[src/rtl/fx3_sample_packer.sv]
// IF sample packer feeding the FX3 synchronous slave FIFO.
// Packs byte pairs into words, buffers them and commits short packets on stop.
module fx3_sample_packer #(
  parameter int FIFO_AW   = 4,
  parameter int BUF_WORDS = 8192,
  parameter int CNT_W     = 16
) (
  input  logic             clk,
  input  logic             grst,
  input  logic             en,
  input  logic             tg_on,
  input  logic [7:0]       if_data,
  input  logic             flag_rdy,
  output logic [15:0]      dq,
  output logic             slcs_n,
  output logic             slwr_n,
  output logic             pktend_n,
  output logic             busy,
  output logic             ovf,
  output logic [CNT_W-1:0] ovf_cnt
);

  localparam int PW    = (BUF_WORDS > 1) ? $clog2(BUF_WORDS) : 1;
  localparam int DEPTH = 1 << FIFO_AW;

  typedef enum logic [1:0] {
    S_IDLE,
    S_RUN,
    S_FLUSH,
    S_PKTEND
  } state_t;

  state_t             state_q, state_d;
  logic               phase_q, phase_d;
  logic [7:0]         lo_q, lo_d;
  logic [15:0]        tg_q, tg_d;
  logic [PW-1:0]      pkt_q, pkt_d;
  logic [FIFO_AW:0]   wp_q, wp_d;
  logic [FIFO_AW:0]   rp_q, rp_d;
  logic [15:0]        dq_q, dq_d;
  logic               slwr_n_q, slwr_n_d;
  logic               ovf_q, ovf_d;
  logic [CNT_W-1:0]   cnt_q, cnt_d;
  logic [15:0]        mem [DEPTH];

  logic               empty, full, active;
  logic               pop, push, acc;
  logic [15:0]        pword;

  always_comb begin
    empty  = (wp_q == rp_q);
    full   = ((wp_q ^ rp_q) == {1'b1, {FIFO_AW{1'b0}}});
    active = (state_q == S_RUN) || (state_q == S_FLUSH);
    pop    = active && !empty && flag_rdy;
    push   = (state_q == S_RUN) && en && phase_q;
    // A full FIFO still accepts a word when the head leaves this cycle
    acc    = push && (!full || pop);
    pword  = tg_on ? tg_q : {if_data, lo_q};
  end

  always_comb begin
    state_d  = state_q;
    phase_d  = phase_q;
    lo_d     = lo_q;
    tg_d     = tg_q;
    pkt_d    = pkt_q;
    wp_d     = wp_q;
    rp_d     = rp_q;
    dq_d     = dq_q;
    slwr_n_d = !pop;
    ovf_d    = ovf_q;
    cnt_d    = cnt_q;

    if (pop) begin
      dq_d  = mem[rp_q[FIFO_AW-1:0]];
      rp_d  = rp_q + 1'b1;
      pkt_d = (pkt_q == PW'(BUF_WORDS - 1)) ? '0 : pkt_q + 1'b1;
    end
    if (acc) begin
      wp_d = wp_q + 1'b1;
    end
    if (push && tg_on) begin
      tg_d = tg_q + 16'd1;
    end
    if (push && !acc) begin
      ovf_d = 1'b1;
      if (cnt_q != '1) begin
        cnt_d = cnt_q + 1'b1;
      end
    end

    unique case (state_q)
      S_IDLE: begin
        if (en) begin
          state_d = S_RUN;
          phase_d = 1'b0;
          pkt_d   = '0;
          tg_d    = '0;
        end
      end
      S_RUN: begin
        if (!en) begin
          state_d = S_FLUSH;
          phase_d = 1'b0;
        end else begin
          phase_d = !phase_q;
          if (!phase_q) begin
            lo_d = if_data;
          end
        end
      end
      S_FLUSH: begin
        if (empty && slwr_n_q) begin
          state_d = (pkt_q != '0) ? S_PKTEND : S_IDLE;
        end
      end
      S_PKTEND: begin
        pkt_d   = '0;
        state_d = S_IDLE;
      end
      default: state_d = S_IDLE;
    endcase
  end

  always_ff @(posedge clk) begin
    if (grst) begin
      state_q  <= S_IDLE;
      phase_q  <= 1'b0;
      lo_q     <= '0;
      tg_q     <= '0;
      pkt_q    <= '0;
      wp_q     <= '0;
      rp_q     <= '0;
      dq_q     <= '0;
      slwr_n_q <= 1'b1;
      ovf_q    <= 1'b0;
      cnt_q    <= '0;
    end else begin
      state_q  <= state_d;
      phase_q  <= phase_d;
      lo_q     <= lo_d;
      tg_q     <= tg_d;
      pkt_q    <= pkt_d;
      wp_q     <= wp_d;
      rp_q     <= rp_d;
      dq_q     <= dq_d;
      slwr_n_q <= slwr_n_d;
      ovf_q    <= ovf_d;
      cnt_q    <= cnt_d;
    end
  end

  always_ff @(posedge clk) begin
    if (acc) begin
      mem[wp_q[FIFO_AW-1:0]] <= pword;
    end
  end

  assign dq       = dq_q;
  assign slwr_n   = slwr_n_q;
  assign slcs_n   = (state_q == S_IDLE);
  assign pktend_n = (state_q != S_PKTEND);
  assign busy     = (state_q != S_IDLE);
  assign ovf      = ovf_q;
  assign ovf_cnt  = cnt_q;

endmodule
[config.mk]
export PLATFORM = sky130hd
export DESIGN_NAME = fx3_sample_packer
export DESIGN_NICKNAME = d
export VERILOG_FILES = /design/src/rtl/fx3_sample_packer.sv
export SDC_FILE = /design/constraint.sdc
export NUM_CORES = 1
export LEC_CHECK = 0
export CORE_MARGIN = 3
export CORE_UTILIZATION = 40
export CTS_CLUSTER_SIZE = 12
export DETAILED_ROUTE_END_ITERATION = 6
export SYNTH_ARGS = -nofsm -noshare
export SYNTH_HDL_FRONTEND = slang
export SYNTH_SLANG_ARGS = --single-unit
[constraint.sdc]
create_clock -name clk -period 6.3 [get_ports clk]
set_clock_uncertainty 0.2 [all_clocks]
set_input_delay 0.63 -clock clk [delete_from_list [all_inputs] [get_ports clk]]
set_output_delay 0.63 -clock clk [all_outputs]
set_load 0.02 [all_outputs]
==> results of run 1 <==
## final cells by class
cell class,count,area (um2)
repair buffers,58,553.0
inverters,15,56.30
fillers,2911,17980
flip-flops and latches,340,9374
clock buffers,56,1070
well taps,448,560.5
clock inverters,11,81.33
multi-input cells,512,4273
## tightest hold or removal path, stage by stage, from the launching register on
cell and delay, ns:
sky130_fd_sc_hd__dfxtp_1 0.31, sky130_fd_sc_hd__nand2_1 0.05, sky130_fd_sc_hd__a21oi_1 0.05
## final timing paths
check             cells after the start  slack (ns)    start          end
setup / recovery                      4        2.76  rp_q[1]  mem[11][12]
hold / removal                        2        0.25  lo_q[2]      lo_q[2]
setup reg to reg                      4        2.76  rp_q[1]  mem[11][12]
hold reg to reg                       2        0.25  lo_q[2]      lo_q[2]
## through the flow
stage	hold slack, ns	std cells	area, um2
CTS	0.2521	1440	15970
global route	0.2677	1440	15970
floorplan	0.2338	918	13940
detailed placement	0.2405	1373	14820
finish	0.2510	1440	15970
global placement	0.2343	1373	14820
## Yosys cell counts, types with 13 or more instances
library cell	number	share of area (%)
sky130_fd_sc_hd__buf_2	15	0.54
sky130_fd_sc_hd__a22oi_1	32	1.7
sky130_fd_sc_hd__ha_1	13	1.2
sky130_fd_sc_hd__clkbuf_1	20	0.54
sky130_fd_sc_hd__nor2_1	47	1.3
sky130_fd_sc_hd__xnor2_1	13	0.82
sky130_fd_sc_hd__edfxtp_1	256	55
sky130_fd_sc_hd__mux2_2	19	1.5
sky130_fd_sc_hd__inv_1	15	0.40
sky130_fd_sc_hd__dfxtp_1	84	12
sky130_fd_sc_hd__a21oi_1	48	1.7
sky130_fd_sc_hd__and3_1	17	0.76
sky130_fd_sc_hd__mux4_2	64	10
sky130_fd_sc_hd__nor2b_1	13	0.58
sky130_fd_sc_hd__nand2_1	91	2.4
sky130_fd_sc_hd__nand3_1	21	0.75
## power groups by stage
| stage | sequential, mW | clock, mW | combinational [mW] |
|---|---|---|---|
| 2_1_floorplan | 2.47 | 0 | 0.113 |
| 3_3_place_gp | 2.47 | 0 | 0.182 |
| 3_5_place_dp | 2.47 | 0 | 0.184 |
| 4_1_cts | 2.42 | 2.09 | 0.185 |
| 5_1_grt | 2.42 | 2.19 | 0.200 |
| 6_report | 2.42 | 2.05 | 0.183 |
## routing by layer
metal  GRT usage (%)  share of wire [%]  vias up
li1                -                  -     3659
met1           26.15                 46     4082
met2           28.02                 47      222
met3           2.579                5.4       43
met4           4.315                2.0        0
met5               0                  0        -
## cells by family after synthesis
kind of cell / count (synthesis)
DFF: 340
and+or+nand+nor: 254
AOI/OAI and AO/OA: 129
muxes: 89
buffers and inverters: 66
xor gates and xnor gates: 27
adders and majority gates: 13
## registers in the layout, summed over array words and instances (netlist names)
name	count
pkt_q	13
ovf	1
lo_q	8
mem	256
wp_q	5
phase_q	1
tg_q	16
dq	16
ovf_cnt	16
rp_q	5
slwr_n	1
state_q	2
==> impl_metrics.toml, run 1 <==
[placed_design]
dp_worst_setup_slack_ns = 2.730
detailedPlacementHpwl_um = 20590
place.gp.congestion = 0.7969
number_of_port_buffers = 49

[clock_tree]
cts.sinks = 340
tritoncts = "done"
cts-buffers-inserted = 37
buffers_inserted_by_post_cts_timing_repair = 0
cts-hold-fix-buffers = 0
clkLatencyLatePin_ns = 0.51
cts_root_buf = "sky130_fd_sc_hd__clkbuf_16"
ctsLongestPathBuffers = 3
cts_resized = 0
clk_pin_slew_worst_paths_ns = 0.06
ctsHtreeMaxLevel = 2

[timing]
worst_pin_slew_ns = 0.9604
number_of_hold_violations_in_the_final_report = 0
final_max_slew_viol_count = 0
timing.final.crit_period_ns = 3.543
max_slew_margin_pct = 35.97
unrepaired_setup_endpoints_after_global_routing = "false"
timing.setup.tns_ns = 0
timing.final.setup_violations = 0
fin_crit_sh_pct = 56.24
finalWorstSetupSlack_ns = 2.757
achievable-frequency_mhz = 282.2

[route]
final_antenna_net_count = 0
finalWirelength_um = 32470
wire_per_inst_um = 22.55
detail_route.vias_per_cell = 5.560
routed-via-count = 8006
dr.first_iter.drc_count = 698
drt-pass1-iter-count = 6
drc = 0

[global_routing]
grt_max_degree = 67
grt.total_usage_pct = 17.77
grt_pass1_wl_um = 49040
antenna_found_initial = 0
global_route.overflow_total = 0
grt_pass1_vias = 7871

[floorplanning]
fp.dieArea_mm2 = 0.03713
pin_count = 50
rows = 67
die_w_um = 192.7
floorplan.initialDensity_pct = 41.07
design.core.area_mm2 = 0.03395
die_h_um = 192.7

[pwr]
p_leak_nw = 5.061
sequential_power_share_pct = 52.1
pwr-share-clk_pct = 44.0
share_comb_of_total_power_pct = 3.9
report.power.total_mw = 4.657
vdd.ir_drop.worst_uv = 180.0
p_switching_mw = 0.9713
power_switching_share_pct = 20.86
powerDensity_mw_per_mm2 = 291.7
cell_internal_pwr_mw = 3.686

[synthesis]
synth-simple-area-share_pct = 9.243
postSynth.asyncResetShare_pct = 0
synth_compound_area_share_pct = 6.013
syn_avg_cell_area_um2 = 15.19
yosysSeqAreaShare_pct = 67.20
netlist_area_mm2 = 0.01394
main_combinational_cell_family_by_area_after_synthesis = "multiplexers"
synth_fa_ha_area_share_pct = 1.167
dominantRegCellSynth = "sky130_fd_sc_hd__edfxtp_1"
synth_edf_count = 256
synth_warnings = 0
synth.mux.area_fraction_pct = 12.34
share_of_the_synthesized_netlist_area_taken_by_xor_and_xnor_gates_pct = 1.804
synth_cell_types = 60
synth_seq_cells = 340
synthesis.nets = 944
synth_instances = 918

[setup_path]
crit_slowest_cell = "sky130_fd_sc_hd__dfxtp_2"
crit_fanout = 35
cp_data_required_time_ns = 6.23
crit_family = "simple AND/OR/NAND/NOR gates"
worstPathArrival_ns = 3.47
critical_path.startpoint_type = "flip-flop"
crit_type = "reg2reg"
worst_path_largest_cell_delay_ns = 0.95
worst-path-buf-inv = 0
worst_setup_path_end_kind = "flip-flop"
critical_path_cell_by_cell = "xnor2_1 > and4_1 > a21oi_2 > and3_1"

[finish]
layout.core_utilization_pct = 47.03
drive_gt1_share_pct = 16.33
final_common_cell = "sky130_fd_sc_hd__edfxtp_1"
finish.net_count = 990
final_cell_mix = "256 x sky130_fd_sc_hd__edfxtp_1, 91 x sky130_fd_sc_hd__nand2_1, 82 x sky130_fd_sc_hd__dfxtp_1"
area_growth_syn_to_layout_pct = 14.53
insertedDiodeCount = 0

[min_path]
worst_hold_path_type = "reg2reg"

[job]
cap_violations = 0

[status]
status = "completed"
No activity file was read; power rests on OpenSTA's default activity.
==> run 2, diff against run 1 <==
==> constraint.sdc (replaced) <==
create_clock -name clk -period 3.5 [get_ports clk]
set_clock_uncertainty 0.2 [all_clocks]
set_input_delay 0.35 -clock clk [delete_from_list [all_inputs] [get_ports clk]]
set_output_delay 0.35 -clock clk [all_outputs]
set_load 0.02 [all_outputs]
==> run 2 against run 1 <==
Critical path depth grew 3; total power grew 80%; final cell count grew 1.8%; routed wire length grew 1.9%; fmax grew 25%; global-route usage grew 0.25 points.
==> impl_metrics.toml, run 2 (synthesized netlist as in run 1, its figures left out) <==
[finish]
final_cell_mix = "256 x sky130_fd_sc_hd__edfxtp_1, 91 x sky130_fd_sc_hd__nand2_1, 82 x sky130_fd_sc_hd__dfxtp_1"
largest_register_ff_count = 256
filler_cell_count = 2925
insertedDiodeCount = 0
layout.core_utilization_pct = 47.64
layout.area.seq_mm2 = 0.009374
finish.net_count = 1017
final_common_cell = "sky130_fd_sc_hd__edfxtp_1"
area_growth_syn_to_layout_pct = 16.02
stdcell_area_mm2 = 0.01618
drive_gt1_share_pct = 18.37
multiInputGateArea_mm2 = 0.004273

[pwr]
report.power.total_mw = 8.364
power_switching_share_pct = 21.47
sequential_power_share_pct = 52.2
p_switching_mw = 1.796
share_comb_of_total_power_pct = 4.1
vdd.ir_drop.worst_uv = 390.2
p_leak_nw = 5.200
pwr-share-clk_pct = 43.8
cell_internal_pwr_mw = 6.568
powerDensity_mw_per_mm2 = 517.1

[floorplanning]
fp.dieArea_mm2 = 0.03713
die_w_um = 192.7
die_h_um = 192.7
design.core.area_mm2 = 0.03395
rows = 67
floorplan.initialDensity_pct = 41.07
pin_count = 50

[placed_design]
place.gp.congestion = 0.8100
area_after_dpl_mm2 = 0.01504
number_of_port_buffers = 49
detailedPlacementHpwl_um = 21170

[setup_path]
cp_data_required_time_ns = 3.49
worstPathArrival_ns = 2.83
worst_setup_path_end_kind = "flip-flop"
regToRegEndpoint = "mem[2][8]"
reg2regPathDepth = 7
crit_start = "state_q[0]"
crit_type = "reg2reg"
critical_path.startpoint_type = "flip-flop"
r2r_start = "state_q[0]"
flop2flop_setup_slack_ns = 0.66
endpoint_of_the_most_critical_setup_path = "mem[2][8]"
crit_fanout = 16

[clock_tree]
buffers_inserted_by_post_cts_timing_repair = 0
tritoncts = "done"
cts_resized = 0
clk_pin_slew_worst_paths_ns = 0.06
cts-buffers-inserted = 38
cts-hold-fix-buffers = 0
clkLatencyLatePin_ns = 0.53
cts_root_buf = "sky130_fd_sc_hd__clkbuf_16"
ctsLongestPathBuffers = 3
ctsHtreeMaxLevel = 2
cts.sinks = 340

[global_routing]
grt_max_degree = 68
grt.total_usage_pct = 18.01
grt_pass1_wl_um = 49820
antenna_found_initial = 2
global_route.overflow_total = 0
grt_pass1_vias = 7939

[route]
finalWirelength_um = 33090
wire_per_inst_um = 22.57
dr.first_iter.drc_count = 655
drt-pass1-iter-count = 5
detail_route.vias_per_cell = 5.515
drc = 0
routed-via-count = 8085
final_antenna_net_count = 0

[timing]
number_of_hold_violations_in_the_final_report = 0
final_max_slew_viol_count = 0
unrepaired_setup_endpoints_after_global_routing = "false"
fin_crit_sh_pct = 81.16
achievable-frequency_mhz = 352.1
worst_pin_slew_ns = 0.8761
max_slew_margin_pct = 41.59
timing.final.crit_period_ns = 2.840
timing.final.setup_violations = 0
timing.setup.tns_ns = 0
timing.hold.ws_ns = 0.1789

[job]
cap_violations = 0

[min_path]
worst_hold_path_type = "in2reg"

[status]
status = "completed"
[run 2: worst min path at each step]
stage	slack [ns]	startpoint	cells past startpoint	endpoint
CTS	0.17	grst	2	lo_q[1]
global placement	0.24	ovf	2	ovf
finish	0.18	grst	2	lo_q[1]
global route	0.21	grst	2	lo_q[3]
floorplan	0.23	lo_q[0]	2	lo_q[0]
detailed placement	0.25	lo_q[0]	2	lo_q[0]
[run 2: final cells by class]
class | count | share of cell area [%]
clock buffers | 48 | 6.242
clock inverters | 19 | 0.7967
inverters | 15 | 0.3481
multi-input cells | 512 | 26.42
flip-flops and latches | 340 | 57.95
well taps | 448 | 3.465
repair buffers | 84 | 4.780
[run 2: critical path: stages, from the launching register on]
cell                      delay, ns
sky130_fd_sc_hd__dfxtp_1       0.39
sky130_fd_sc_hd__inv_1         0.10
sky130_fd_sc_hd__ha_1          0.32
sky130_fd_sc_hd__and2_1        0.25
sky130_fd_sc_hd__nor2_2        0.11
sky130_fd_sc_hd__a21oi_2       0.60
sky130_fd_sc_hd__and3_1        0.26
sky130_fd_sc_hd__buf_4         0.27
[run 2: routing by layer]
metal | global-route usage, % | vias up | wire length [um]
li1 | - | 3707 | -
met1 | 26.23 | 4081 | 14500
met2 | 27.97 | 250 | 15340
met3 | 3.887 | 45 | 2676
met4 | 3.951 | 2 | 562
met5 | 0 | - | 13
[run 2: power by group through the flow]
stage	clock (mW)	sequential, mW	combinational, mW
after floorplan	0	4.44	0.204
after global placement	0	4.45	0.337
after detailed placement	0	4.45	0.343
after CTS	3.76	4.36	0.344
after global routing	3.90	4.36	0.371
final	3.66	4.36	0.339
[run 2: metrics by stage]
stage                     cells  setup slack, ns
after floorplan             918           0.6658
after global placement     1399           0.6381
after detailed placement   1399           0.6143
after CTS                  1466           0.6565
after global routing       1466           0.5056
final                      1466           0.6595
